--- src/rtl/grf_wport_arb.sv ---
// rtl/grf_wport_arb.sv - GRF write-port arbiter: in-order writeback vs. queued secondary completions
// Optional: define GRF_WB_TRACE_EN to print every committed register write.
module grf_wport_arb #(
  parameter int DEPTH      = 4,
  parameter int STARVE_MAX = 8
) (
  input  logic        CLK,
  input  logic        Reset,
  input  logic        P_WE,
  input  logic [4:0]  P_A3,
  input  logic [31:0] P_WD,
  input  logic [31:0] P_PC,
  input  logic        S_Valid,
  input  logic [4:0]  S_A3,
  input  logic [31:0] S_WD,
  input  logic [31:0] S_PC,
  output logic        S_Ready,
  input  logic [4:0]  Q_A1,
  input  logic [4:0]  Q_A2,
  output logic        Q_Busy,
  output logic        Hold_P,
  output logic        WE,
  output logic [4:0]  A3,
  output logic [31:0] WD,
  output logic [31:0] PC,
  output logic        Conflict
);
  localparam int AW = $clog2(DEPTH);
  localparam int CW = AW + 1;
  localparam int SW = $clog2(STARVE_MAX + 1);
  localparam logic [CW-1:0] DEPTH_C  = CW'(DEPTH);
  localparam logic [SW-1:0] STARVE_C = SW'(STARVE_MAX);

  logic [4:0]       ent_a3 [DEPTH];
  logic [31:0]      ent_wd [DEPTH];
  logic [31:0]      ent_pc [DEPTH];
  logic [DEPTH-1:0] ent_vld;
  logic [AW-1:0]    wr_ptr;
  logic [AW-1:0]    rd_ptr;
  logic [CW-1:0]    count;
  logic [SW-1:0]    starve_cnt;
  logic [SW-1:0]    starve_nxt;

  logic pv;
  logic empty;
  logic pop;
  logic push;
  logic p_hit;
  logic q_hit1;
  logic q_hit2;

  assign pv      = P_WE && (P_A3 != 5'd0) && !Hold_P;
  assign empty   = (count == '0);
  assign pop     = !pv && !empty;
  assign S_Ready = (count < DEPTH_C);
  // Writes to $0 are accepted and dropped so the producer never stalls on them.
  assign push    = S_Valid && S_Ready && (S_A3 != 5'd0);

  always_comb begin
    WE = 1'b0;
    A3 = '0;
    WD = '0;
    PC = '0;
    if (pv) begin
      WE = 1'b1;
      A3 = P_A3;
      WD = P_WD;
      PC = P_PC;
    end else if (!empty) begin
      WE = 1'b1;
      A3 = ent_a3[rd_ptr];
      WD = ent_wd[rd_ptr];
      PC = ent_pc[rd_ptr];
    end
  end

  always_comb begin
    p_hit  = 1'b0;
    q_hit1 = 1'b0;
    q_hit2 = 1'b0;
    for (int i = 0; i < DEPTH; i++) begin
      if (ent_vld[i]) begin
        if (ent_a3[i] == P_A3) p_hit  = 1'b1;
        if (ent_a3[i] == Q_A1) q_hit1 = 1'b1;
        if (ent_a3[i] == Q_A2) q_hit2 = 1'b1;
      end
    end
  end

  assign Q_Busy = (q_hit1 && (Q_A1 != 5'd0)) || (q_hit2 && (Q_A2 != 5'd0));

  always_comb begin
    starve_nxt = starve_cnt;
    if (empty || pop) starve_nxt = '0;
    else if (pv)      starve_nxt = starve_cnt + SW'(1);
  end

  always_ff @(posedge CLK) begin
    if (push) begin
      ent_a3[wr_ptr] <= S_A3;
      ent_wd[wr_ptr] <= S_WD;
      ent_pc[wr_ptr] <= S_PC;
    end
  end

  always_ff @(posedge CLK) begin
    if (!Reset) begin
      wr_ptr     <= '0;
      rd_ptr     <= '0;
      count      <= '0;
      ent_vld    <= '0;
      starve_cnt <= '0;
      Hold_P     <= 1'b0;
      Conflict   <= 1'b0;
    end else begin
      // A push never lands on the slot being popped: full blocks push, empty blocks pop.
      if (pop) begin
        ent_vld[rd_ptr] <= 1'b0;
        rd_ptr          <= rd_ptr + AW'(1);
      end
      if (push) begin
        ent_vld[wr_ptr] <= 1'b1;
        wr_ptr          <= wr_ptr + AW'(1);
      end
      case ({push, pop})
        2'b10:   count <= count + CW'(1);
        2'b01:   count <= count - CW'(1);
        default: count <= count;
      endcase
      starve_cnt <= starve_nxt;
      Hold_P     <= (starve_nxt == STARVE_C);
      Conflict   <= Conflict | (pv && p_hit);
    end
  end

`ifdef GRF_WB_TRACE_EN
  always_ff @(posedge CLK) begin
    if (WE) $display("%d@%h: $%d <= %h", $time, PC, A3, WD);
  end
`endif

endmodule

--- config.mk ---
export PLATFORM = sky130hd
export DESIGN_NAME = grf_wport_arb
export DESIGN_NICKNAME = d
export VERILOG_FILES = /design/src/rtl/grf_wport_arb.sv
export SDC_FILE = /design/constraint.sdc
export NUM_CORES = 1
export LEC_CHECK = 0
export CAP_MARGIN = 20
export CORE_UTILIZATION = 55
export DETAILED_ROUTE_END_ITERATION = 8
export PLACE_DENSITY = 0.92
export SETUP_SLACK_MARGIN = 0.4
export SYNTH_ARGS = -nofsm -noshare
export SYNTH_HDL_FRONTEND = slang
export SYNTH_SLANG_ARGS = --single-unit
--- constraint.sdc ---
create_clock -name CLK -period 5.54 [get_ports CLK]
set_input_delay 1.662 -clock CLK [delete_from_list [all_inputs] [get_ports CLK]]
set_output_delay 1.662 -clock CLK [all_outputs]
set_load 0.01 [all_outputs]
==> flow_summary.toml <==
[grt]
grt_first_pass_wirelength_um = 45400
grtUsageTotal_pct = 27.6
met3_usage_pct = 5.30
grt.busiest_layer = "met2"
globalRouteMet1Util_pct = 36.3
grt_pass1_vias = 7514
grt_overflow = 0
grtUsageMet2_pct = 47.4
grt_max_degree = 71
antenna_found_initial = 1

[layout]
multi_input_area_um2 = 3400
final_cell_mix = "edfxtp_1, clkdlybuf4s50_1, a22o_1"
stdcell_count = 1199
antenna_cells = 0
seq_area_um2 = 8680
final_common_cell = "edfxtp_1"
area_delta_synth_final_pct = 30.2
drive_gt1_share_pct = 24.3
fill_cells = 1301
final_util_pct = 73.1
fin_nets = 1062

[worst_hold_path]
hold_class = "register to register"
hp-start = "Conflict$_SDFF_PN0_"
hold_depth = 2
whs_endpoint = "Conflict$_SDFF_PN0_"

[floorplan]
rows = 54
die_w_um = 152
die_area_um2 = 23000
core_um2 = 21900
num_io_pins = 226
start_util_pct = 56.2
die_y_um = 152

[place]
dp_hpwl_um = 18300
io_buffers = 225
finalWeightedCongestion = 0.867
dp_cells = 1127

[route]
wl_um = 31700
antenna_left = 0
drc = 0
firstDrtPassIters = 5
wire_per_inst_um = 26.5
routed-via-count = 7329
drt_iter0_drc = 643
vias_per_cell = 6.11

[timing]
hold_viol = 0
slew_headroom_pct = 32.0
post-route-period-util_pct = 92.3
grt_setup_unrepaired = "true"
drv_slew = 0
fin_skew_ns = 0.00856
worst_pin_slew_ns = 1.02
max_freq_mhz = 196
setup_viol = 0
period_minus_slack_ns = 5.11

[synthesis]
synth_cell_types = 33
yosysSeqAreaShare_pct = 70.5
ys.warnings.count = 0
synth.top_cell.area_share_pct = 67.4
ys_ff_latch = 295
syn_nets = 809
syn_avg_cell_area_um2 = 19.0
netlist_top_cells_area = "edfxtp_1, mux4_2, a22o_1"
synthCells = 646
yosysTopAreaCell = "edfxtp_1"
syn_area_um2 = 12300

[status]
outcome = "finished, final reports clean"

[setup_path]
end_kind = "output port"
crit_type = "input pin to output port"
reg2regPathDepth = 12
path_max_fanout = 6
cp-start-kind = "input pin"
r2r-end = "count[2]$_SDFFE_PN0P_"
ff2ff_setup_slack_ns = 2.93
worstPathRequired_ns = 3.88
r2r-start = "count[2]$_SDFFE_PN0P_"
arrival_ns = 3.45

[clocking]
cts_tree = "done"
clkSinkCount = 295
clock_tree.buffer_depth = 3
root_buffer = "clkbuf_16"
cts.htree.levels = 1
clkTransAtPathRegs_ns = 0.06
cts-buffers-inserted = 28
insertion_delay_ns = 0.53

[power_and_ir_drop]
power_leakage_nw = 5.54
p_per_area_nw_per_um2 = 418
p_total_mw = 6.70
irDropWorstVdd_mv = 0.327

[job]
cap_violations = 0
registers in the layout, indices dropped and copies added, names as in the netlist, named ones only:
register	count
ent_vld	4
wr_ptr	2
starve_cnt	4
count	3
rd_ptr	2
ent_a3	20
Hold_P	1
Conflict	1
ent_pc	128
ent_wd	128
synthesized netlist by cell type, drive strengths merged:
master and count:
edfxtp 276, mux2i 2, ha 10, nand3 13, nand2b 1, nor4 12, nor3 3, nor2 7
or4 1, clkbuf 30, and4 2, a21boi 5, mux4 69, a22o 70, and2 9, nand4 2
inv 10, o21a 5, o21ai 3, fa 1, xor2 50, nand3b 1, buf 18, o311a 1
nand2 5, nor2b 3, dfxtp 19, xnor2 16, or3 2
power breakdown:
part	internal [mW]	switching [mW]	total, mW	leakage, nW
Sequential	2.72	0.203	2.93	2.69
Clock	1.04	0.780	1.82	0.425
Combinational	1.06	0.884	1.95	2.42
Total	4.83	1.87	6.70	5.54
stage by stage:
step	instance area [um^2]	setup TNS [ns]	hold WS [ns]	setup slack [ns]
after floorplan	12300	0	0.426	0.666
after global placement	15000	-1.62	0.440	-0.0538
after detailed placement	15000	-4.39	0.450	-0.112
after CTS	15900	0	0.465	0.345
after global routing	16000	0	0.513	0.394
final	16000	0	0.460	0.426
cells by family after synthesis:
logic type,Yosys count,synth area share [%]
flops,295,70.5
compound gates,84,5.80
mux,71,12.8
xor+xnor,66,4.70
simple gates,61,2.82
buf+inv,58,2.18
fa+ha+maj,11,1.18
layer usage:
layer / wire [um] / up-vias
met3: 2770 / 54
li1: - / 3131
met1: 11900 / 3734
met4: 691 / 2
met5: 13 / -
met2: 16400 / 408
cell type report:
type / count / area share, %
Sequential cell: 295 / 54.2
Multi-Input combinational cell: 293 / 21.3
Timing Repair Buffer: 271 / 16.7
Clock buffer: 33 / 4.63
Tap cell: 280 / 2.19
Clock inverter: 17 / 0.821
Inverter: 10 / 0.234
repair_timing:
item,CTS,global route
cloned,8,1
pin swaps,13,4
buffers inserted,11,2
hold buffers,0,0
setup endpoints to repair,71,61
gates resized for setup,267,9
worst max-delay path: stages:
cell and delay, ns:
buf_6 0.09, or4_4 0.53, o21a_4 0.24, nor2_4 0.11
buf_12 0.15, buf_12 0.13, buf_12 0.12, buf_16 0.13
a22o_1 0.15, buf_2 0.13
worst max-delay path by stage:
stage               startpoint  endpoint  slack, ns  cells after the start
floorplan              P_A3[3]    PC[21]       0.67                      7
global placement       P_A3[2]     WD[3]      -0.05                      7
detailed placement     P_A3[3]    PC[26]      -0.11                      7
CTS                       P_WE        WE       0.34                      6
global route           P_A3[3]    WD[29]       0.39                     10
finish                 P_A3[3]     WD[2]       0.43                     10
No activity file was read; power rests on OpenSTA's default activity.
